`src/rtl/router_out_port_tx.sv`:
```
// Router output-port transmitter: buffers crossbar flits and drives one link into a
// neighbour input FIFO under its full flag, with packet framing checks, traffic count and stall detection.
module router_out_port_tx #(
  parameter int DATASIZE    = 40,
  parameter int BUF_DEPTH   = 2,
  parameter int CNT_WIDTH   = 16,
  parameter int STALL_LIMIT = 64
) (
  input  logic                 clk,
  input  logic                 rst_n,
  input  logic [DATASIZE-1:0]  in_data,
  input  logic                 in_valid,
  output logic                 in_ready,
  output logic [DATASIZE-1:0]  data_out,
  output logic                 valid_out,
  input  logic                 full_in,
  input  logic                 err_clr,
  output logic                 pkt_open,
  output logic                 proto_err,
  output logic                 stall_flag,
  output logic [CNT_WIDTH-1:0] flit_cnt
);

  localparam int AW = $clog2(BUF_DEPTH);

  localparam logic [1:0] T_BODY   = 2'b00;
  localparam logic [1:0] T_HEAD   = 2'b01;
  localparam logic [1:0] T_TAIL   = 2'b10;
  localparam logic [1:0] T_SINGLE = 2'b11;

  typedef enum logic {IDLE, PKT} state_t;

  logic [DATASIZE-1:0]  mem [BUF_DEPTH];
  logic [AW:0]          wr_ptr, rd_ptr;
  logic                 buf_empty, buf_full, push, pop;
  logic [1:0]           ftype;
  state_t               state, state_nxt;
  logic                 err_set;
  logic [CNT_WIDTH-1:0] stall_cnt, stall_nxt;

  // Extra pointer bit distinguishes full from empty when the index bits match.
  assign buf_empty = (wr_ptr == rd_ptr);
  assign buf_full  = (wr_ptr[AW] != rd_ptr[AW]) && (wr_ptr[AW-1:0] == rd_ptr[AW-1:0]);

  assign in_ready  = rst_n && !buf_full;
  assign push      = in_valid && in_ready;
  assign valid_out = !buf_empty && !full_in;
  assign pop       = valid_out;
  assign data_out  = mem[rd_ptr[AW-1:0]];
  assign ftype     = data_out[DATASIZE-1 -: 2];
  assign pkt_open  = (state == PKT);

  always_comb begin
    state_nxt = state;
    err_set   = 1'b0;
    if (pop) begin
      case (state)
        IDLE: begin
          if (ftype == T_HEAD) state_nxt = PKT;
          else if (ftype != T_SINGLE) err_set = 1'b1;
        end
        PKT: begin
          case (ftype)
            T_TAIL:   state_nxt = IDLE;
            T_HEAD:   err_set = 1'b1;
            T_SINGLE: begin
              state_nxt = IDLE;
              err_set   = 1'b1;
            end
            default:  state_nxt = PKT;
          endcase
        end
        default: state_nxt = IDLE;
      endcase
    end
  end

  always_comb begin
    stall_nxt = '0;
    if (!buf_empty && full_in) begin
      stall_nxt = (stall_cnt == '1) ? stall_cnt : stall_cnt + 1'b1;
    end
  end

  // Buffer storage carries no reset; validity is tracked by the pointers alone.
  always_ff @(posedge clk) begin
    if (push) mem[wr_ptr[AW-1:0]] <= in_data;
  end

  always_ff @(posedge clk) begin
    if (!rst_n) begin
      wr_ptr     <= '0;
      rd_ptr     <= '0;
      state      <= IDLE;
      proto_err  <= 1'b0;
      flit_cnt   <= '0;
      stall_cnt  <= '0;
      stall_flag <= 1'b0;
    end else begin
      if (push) wr_ptr <= wr_ptr + 1'b1;
      if (pop) begin
        rd_ptr   <= rd_ptr + 1'b1;
        flit_cnt <= flit_cnt + 1'b1;
      end
      state <= state_nxt;
      // A new framing error takes priority over a clear in the same cycle.
      if (err_set)      proto_err <= 1'b1;
      else if (err_clr) proto_err <= 1'b0;
      stall_cnt  <= stall_nxt;
      stall_flag <= (stall_nxt >= CNT_WIDTH'(STALL_LIMIT));
    end
  end

endmodule
```
`config.mk`:
```
export PLATFORM = sky130hd
export DESIGN_NAME = router_out_port_tx
export DESIGN_NICKNAME = d
export VERILOG_FILES = /design/src/rtl/router_out_port_tx.sv
export SDC_FILE = /design/constraint.sdc
export NUM_CORES = 1
export LEC_CHECK = 0
export ABC_AREA = 1
export BUFFER_PORTS_ARGS = -buffer_cell sky130_fd_sc_hd__clkbuf_2
export CAP_MARGIN = 20
export CORE_UTILIZATION = 58
export DETAILED_ROUTE_END_ITERATION = 10
export PLACE_DENSITY = 0.87
export SYNTH_ARGS = -nofsm -noshare
export SYNTH_HDL_FRONTEND = slang
export SYNTH_SLANG_ARGS = --single-unit
```
`constraint.sdc`:
```
create_clock -name clk -period 8.4 [get_ports clk]
set_input_delay 0.42 -clock clk [delete_from_list [all_inputs] [get_ports clk]]
set_output_delay 0.42 -clock clk [all_outputs]
set_load 0.03 [all_outputs]
```
# Yosys cells after proc, flatten, opt, wreduce, memory -nomap -nowiden
# Memories as Yosys holds them, arrays and structs flattened. A register that Yosys moved wholly into a read port is not among the register bits.
# Index checks and enable logic that the tools add are counted.
# totals
input_bits,45
memories,1
wordCells,49
output_inout_bits,61
ramBits,80
reg_bits,39
# memory_table
memory,depth,word_bits,rd,rd_ports_with_merged_regs,wr,line,source
mem,2,40,1,1,1,33,logic [DATASIZE-1:0] mem [BUF_DEPTH];
# op_classes
addsub,4
n_reduce_logical,11
n_eq_ne,8
n_bitwise,1
n_mux,16
magnitude_cmp,1
# ops
op,count
$add A16 B1 Y16 const B,2
$mux W16,2
$eq A16 B16 Y1 const B,1
$ge A16 B7 Y1 const B,1
$mux W1,12
$logic_and A1 B1 Y1,5
$add A2 B1 Y2 const B,2
$eq A2 B2 Y1 const B,2
$pmux W1 S2,2
$reduce_or A2 Y1,2
$logic_not A1 Y1,3
$eq A2 B1 Y1 const B,1
$eq A2 B2 Y1,1
$ne A2 B2 Y1 const B,1
$reduce_bool A2 Y1,1
$eq A1 B1 Y1,1
$ne A1 B1 Y1,1
$not A1 Y1,1

# Longest topological paths before layout
# depth
depth_word,7
mapped_depth,12
depth_no_buf,12

# Least setup slack after synthesis
# OpenSTA, ideal clock, no wires.
# synth_timing
kind,reg-to-reg
start,register rd_ptr[1]
end,"memory mem[0][0], enable pin"
path_stages_with_launch,6
arrival_time_ns,3.160
t_required_ns,7.962
period_less_slack_ns,3.597
setup_time_ns,0.438
slack_ns,4.803
n_path_buf,0
path_cell_list,dfxtp_1 xnor2_1 inv_1 a21oi_1 nand2_1 nor2_1
# synth_via
elab_chain_len,7
# synth_lines
element,line,source
start: declaration,34,"logic [AW:0] wr_ptr, rd_ptr;"
start signal: assignment,102,rd_ptr <= rd_ptr + 1'b1;
$ne A1 B1 Y1,43,assign buf_full = (wr_ptr[AW] != rd_ptr[AW]) && (wr_ptr[AW-1:0] == rd_ptr[AW-1:0]);
$logic_and A1 B1 Y1,43,
$logic_not A1 Y1,45,assign in_ready = rst_n && !buf_full;
$logic_and A1 B1 Y1,45,
net in_ready,13,"output logic in_ready,"
$logic_and A1 B1 Y1,46,assign push = in_valid && in_ready;
$mux W1,87,if (push) mem[wr_ptr[AW-1:0]] <= in_data;
$mux W1 (implied by the code),87,
end: declaration,33,
# The timed path passes the listed nets, and every way through them passes these cells.

# Worst setup path in the final report
# layout_timing
start,register wr_ptr[0]
end,"memory mem[1][27], enable pin"
# layout_via
elab_chain_len,7
# layout_lines
element,line,source
start: declaration,34,
start signal: assignment,100,if (push) wr_ptr <= wr_ptr + 1'b1;
$eq A1 B1 Y1,43,
$logic_and A1 B1 Y1,43,
$logic_not A1 Y1,45,
$logic_and A1 B1 Y1,45,
$logic_and A1 B1 Y1,46,
$mux W1,87,
$mux W1 (implied by the code),87,
# Parallel ways exist; a longest one is shown, timed or not.

==> run metrics <==
outcome=finished, final reports clean; dpl cell area=5580 µm²; register area=roughly 3200 µm²; fraction of synthesized area in multiplexers=0.0910; share of post-route cells with drive strength above 1=0.349; Seq/Total Area, Yosys=0.647; Filler Cell Count=just over 500; Req. time, crit path=approximately 8.6 ns; DRC viols=0; RD Place Congestion=0.903; met2 wire len=5130 µm; Worst Path Class, Setup=reg2reg; TritonCTS clock tree=built; worst r2r src=wr_ptr[0]$_SDFFE_PN0P_; final setup margin=around 6 ns; Worst VDD drop=about 0.15 mV; largest family of logic cells by synthesized area=simple AND/OR/NAND/NOR gates; area of the mapped netlist=4950 µm²; final instance area=around 6200 µm²; Core Region=8220 µm²; Slew HR=0.370; first drt pass iteration count=5; Clock power frac=0.457; clock skew=approximately 0.012 ns; total track usage=0.241; starting density of the core=0.602; Worst Setup EP=mem[1][27]$_DFFE_PP_; Multi-input gate area=roughly 1500 µm²; DIE WIDTH=around 94 µm; R2R Setup Slk=5.84 ns; top cell type by total area after synthesis=edfxtp_1; vias per cell=5.40; IO Pins=roughly 110; Yosys warnings=0; Die H=94.4 µm; fin. max-slew vios=0; M1 wire length=4500 µm; CTS Buf Count=17; Internal=around 1100 µW; Yosys cell types=31; first-pass GRT wire length=~16,000 µm; RR Endpoint=mem[1][27]$_DFFE_PP_; Place WS=between 5 and 6 ns; WL final=around 10,000 µm; post-synth top area share=0.486; Comb pwr share=0.104; XOR/XNOR Fraction of Synth Area=0.0195; DIE AREA=8900 µm²; wire per inst=between 15 and 20 µm; Ant. Diodes=0; Post-Synth Simple-Gate Area=0.147; largest net degree at the start of global routing=between 40 and 50; Compound-Gate Fraction of Synth Area=0.0486; Avg Cell Area, Syn=between 10 and 15 µm²; Final Hold Fails=0; Mapped Cells=427; Detail Route Antenna Nets=0; Clk pin slew, worst setup/hold paths=0.07 ns; highest metal used=met4; grt total ovfl=0; sequential share of power=0.438; async set-reset flop share out of synthesis=0; Post-CTS Setup Inserts=0; # resized after CTS=0; Adder-Cell Fraction of Synth Area=0.00506; ys flop type=edfxtp_1; Tmin final=~2.6 ns; Area contributors post-synth=edfxtp_1 49%, dfxtp_1 16%, mux2_2 9.1%, nand2_1 4.8%, inv_1 3.4%; Post-synth EDFFs=80; IO buf count=105; Post-Syn Nets=between 400 and 500; post-detail-place hpwl=between 6000 and 7000 µm; RSZ-0062 raised after global routing=no; final worst-path cycle share=0.304; Max clock buf depth=2; crit end category=flip-flop; leak pwr=roughly 0.0025 µW; Row Count=33; WP data arrival=between 2 and 3 ns; setup_tns=0 ns; Area Overhead vs Synth=25.0%; clock net sink count=120; final setup fails=0; H-tree levels=4; via count=about 3,600; CP startpoint kind=flip-flop; maximum fanout along the worst path=22; initial antenna violation count=0; crit path launch=wr_ptr[0]$_SDFFE_PN0P_; PwrDens=~250 nW/µm²; Max Cap Viol=0; NetSw=about 390 µW; clock latency on the worst-skew pair=~0.5 ns; fin nets=slightly below 600; Hold Startpoint=in_data[21]; Post-CTS Hold Buffers=0; vias in the first global route=between 3,000 and 4,000; CTS root buf=clkbuf_8; Slew @ Worst Pin=approximately 0.95 ns; synthesized flop and latch total=120; Starting DRT DRC Count=240; Fmax=between 300 and 400 MHz; Worst R2R Path Depth=5; routed wl met3=764 µm; Sw Ratio=0.257; Hold WC Path Type=in2reg
==> synthesized netlist by cell type, types with 2 or more instances <==
| cell | count |
|---|---|
| a21oi_1 | 24 |
| buf_1 | 2 |
| buf_2 | 2 |
| clkbuf_1 | 2 |
| dfxtp_1 | 40 |
| edfxtp_1 | 80 |
| ha_1 | 2 |
| inv_1 | 45 |
| mux2_2 | 40 |
| nand2_1 | 63 |
| nand2_2 | 5 |
| nand3_1 | 25 |
| nand4_1 | 7 |
| nor2_1 | 42 |
| nor2_2 | 3 |
| nor3_1 | 9 |
| nor3b_1 | 3 |
| o21a_1 | 2 |
| o21ai_0 | 10 |
| xnor2_1 | 5 |
| xor2_1 | 6 |
==> worst max-delay path: stages (launching register included) <==
cell	delay, ns
dfxtp_1	0.37
xnor2_1	0.43
a21oi_1	0.20
nand3_1	0.14
clkinv_1	0.63
buf_4	0.50
==> final cells by class <==
type | instances | area share
timing repair buffer | 107 | 0.0894
multi-input combinational | 255 | 0.250
clock inverter | 15 | 0.0271
clock buffer | 17 | 0.0669
inverter | 45 | 0.0273
sequential | 120 | 0.518
tap | 105 | 0.0212
==> cells by family after synthesis <==
logic type | after synthesis
xor gates and xnor gates | 11
AOI/OAI and AO/OA | 41
muxes | 40
and+or+nand+nor | 161
buffers and inverters | 52
DFF | 120
adders and majority gates | 2
==> power by group through the flow <==
stage | sequential [µW] | clock [µW] | combinational, µW
floorplan | 675 | 0 | 114
global placement | 680 | 0 | 152
detailed placement | 682 | 0 | 156
CTS | 670 | 704 | 159
global route | 671 | 731 | 170
finish | 669 | 699 | 160
==> per-stage QoR <==
step	instances	hold WS, ns	utilization	power [µW]
6_report	664	0.0949	0.753	1530
5_1_grt	664	0.0774	0.753	1570
4_1_cts	663	0.0715	0.750	1530
3_5_place_dp	631	0.465	0.680	837
3_3_place_gp	631	0.458	0.680	831
2_1_floorplan	427	0.452	-	788
==> routing by layer <==
layer	GRT usage	vias up
li1	-	1717
met1	0.280	1706
met2	0.418	150
met3	0.0757	11
met4	0.0846	0
met5	0	-
==> how the worst min path moves through the flow <==
stage	slack (ns)	cells past startpoint	to
5_1_grt	0.08	1	mem[1][29]$_DFFE_PP_
3_3_place_gp	0.46	2	flit_cnt[14]$_SDFFE_PN0P_
4_1_cts	0.07	1	mem[0][29]$_DFFE_PP_
2_1_floorplan	0.45	2	rd_ptr[1]$_SDFFE_PN0P_
3_5_place_dp	0.47	2	flit_cnt[14]$_SDFFE_PN0P_
6_report	0.09	1	mem[1][21]$_DFFE_PP_
==> layout by cell type, fill, tap and decap left out, types with 2 or more instances in the layout <==
master | synthesis | routed
clkinvlp_4 | 0 | 4
ha_1 | 2 | 2
nor3_1 | 9 | 9
nand4_1 | 7 | 7
inv_6 | 0 | 4
nor2_1 | 42 | 41
xnor2_1 | 5 | 5
clkbuf_2 | 0 | 105
clkbuf_16 | 0 | 16
xor2_1 | 6 | 6
mux2_2 | 40 | 40
nand3_1 | 25 | 25
clkinv_4 | 0 | 3
nor3b_1 | 3 | 3
o21a_1 | 2 | 2
nand2_1 | 63 | 63
dfxtp_1 | 40 | 39
nor2_4 | 1 | 2
a21oi_1 | 24 | 24
o21ai_0 | 10 | 10
nand2_2 | 5 | 5
nor2_2 | 3 | 3
edfxtp_1 | 80 | 80
bufinv_16 | 0 | 2
inv_1 | 45 | 44
==> flip-flops by register name (all words and copies together) (netlist names), named ones only <==
| name | count |
|---|---|
| wr_ptr | 2 |
| pkt_open | 1 |
| proto_err | 1 |
| flit_cnt | 16 |
| stall_cnt | 16 |
| rd_ptr | 2 |
| mem | 80 |
| stall_flag | 1 |
No activity file was read; power rests on OpenSTA's default activity.
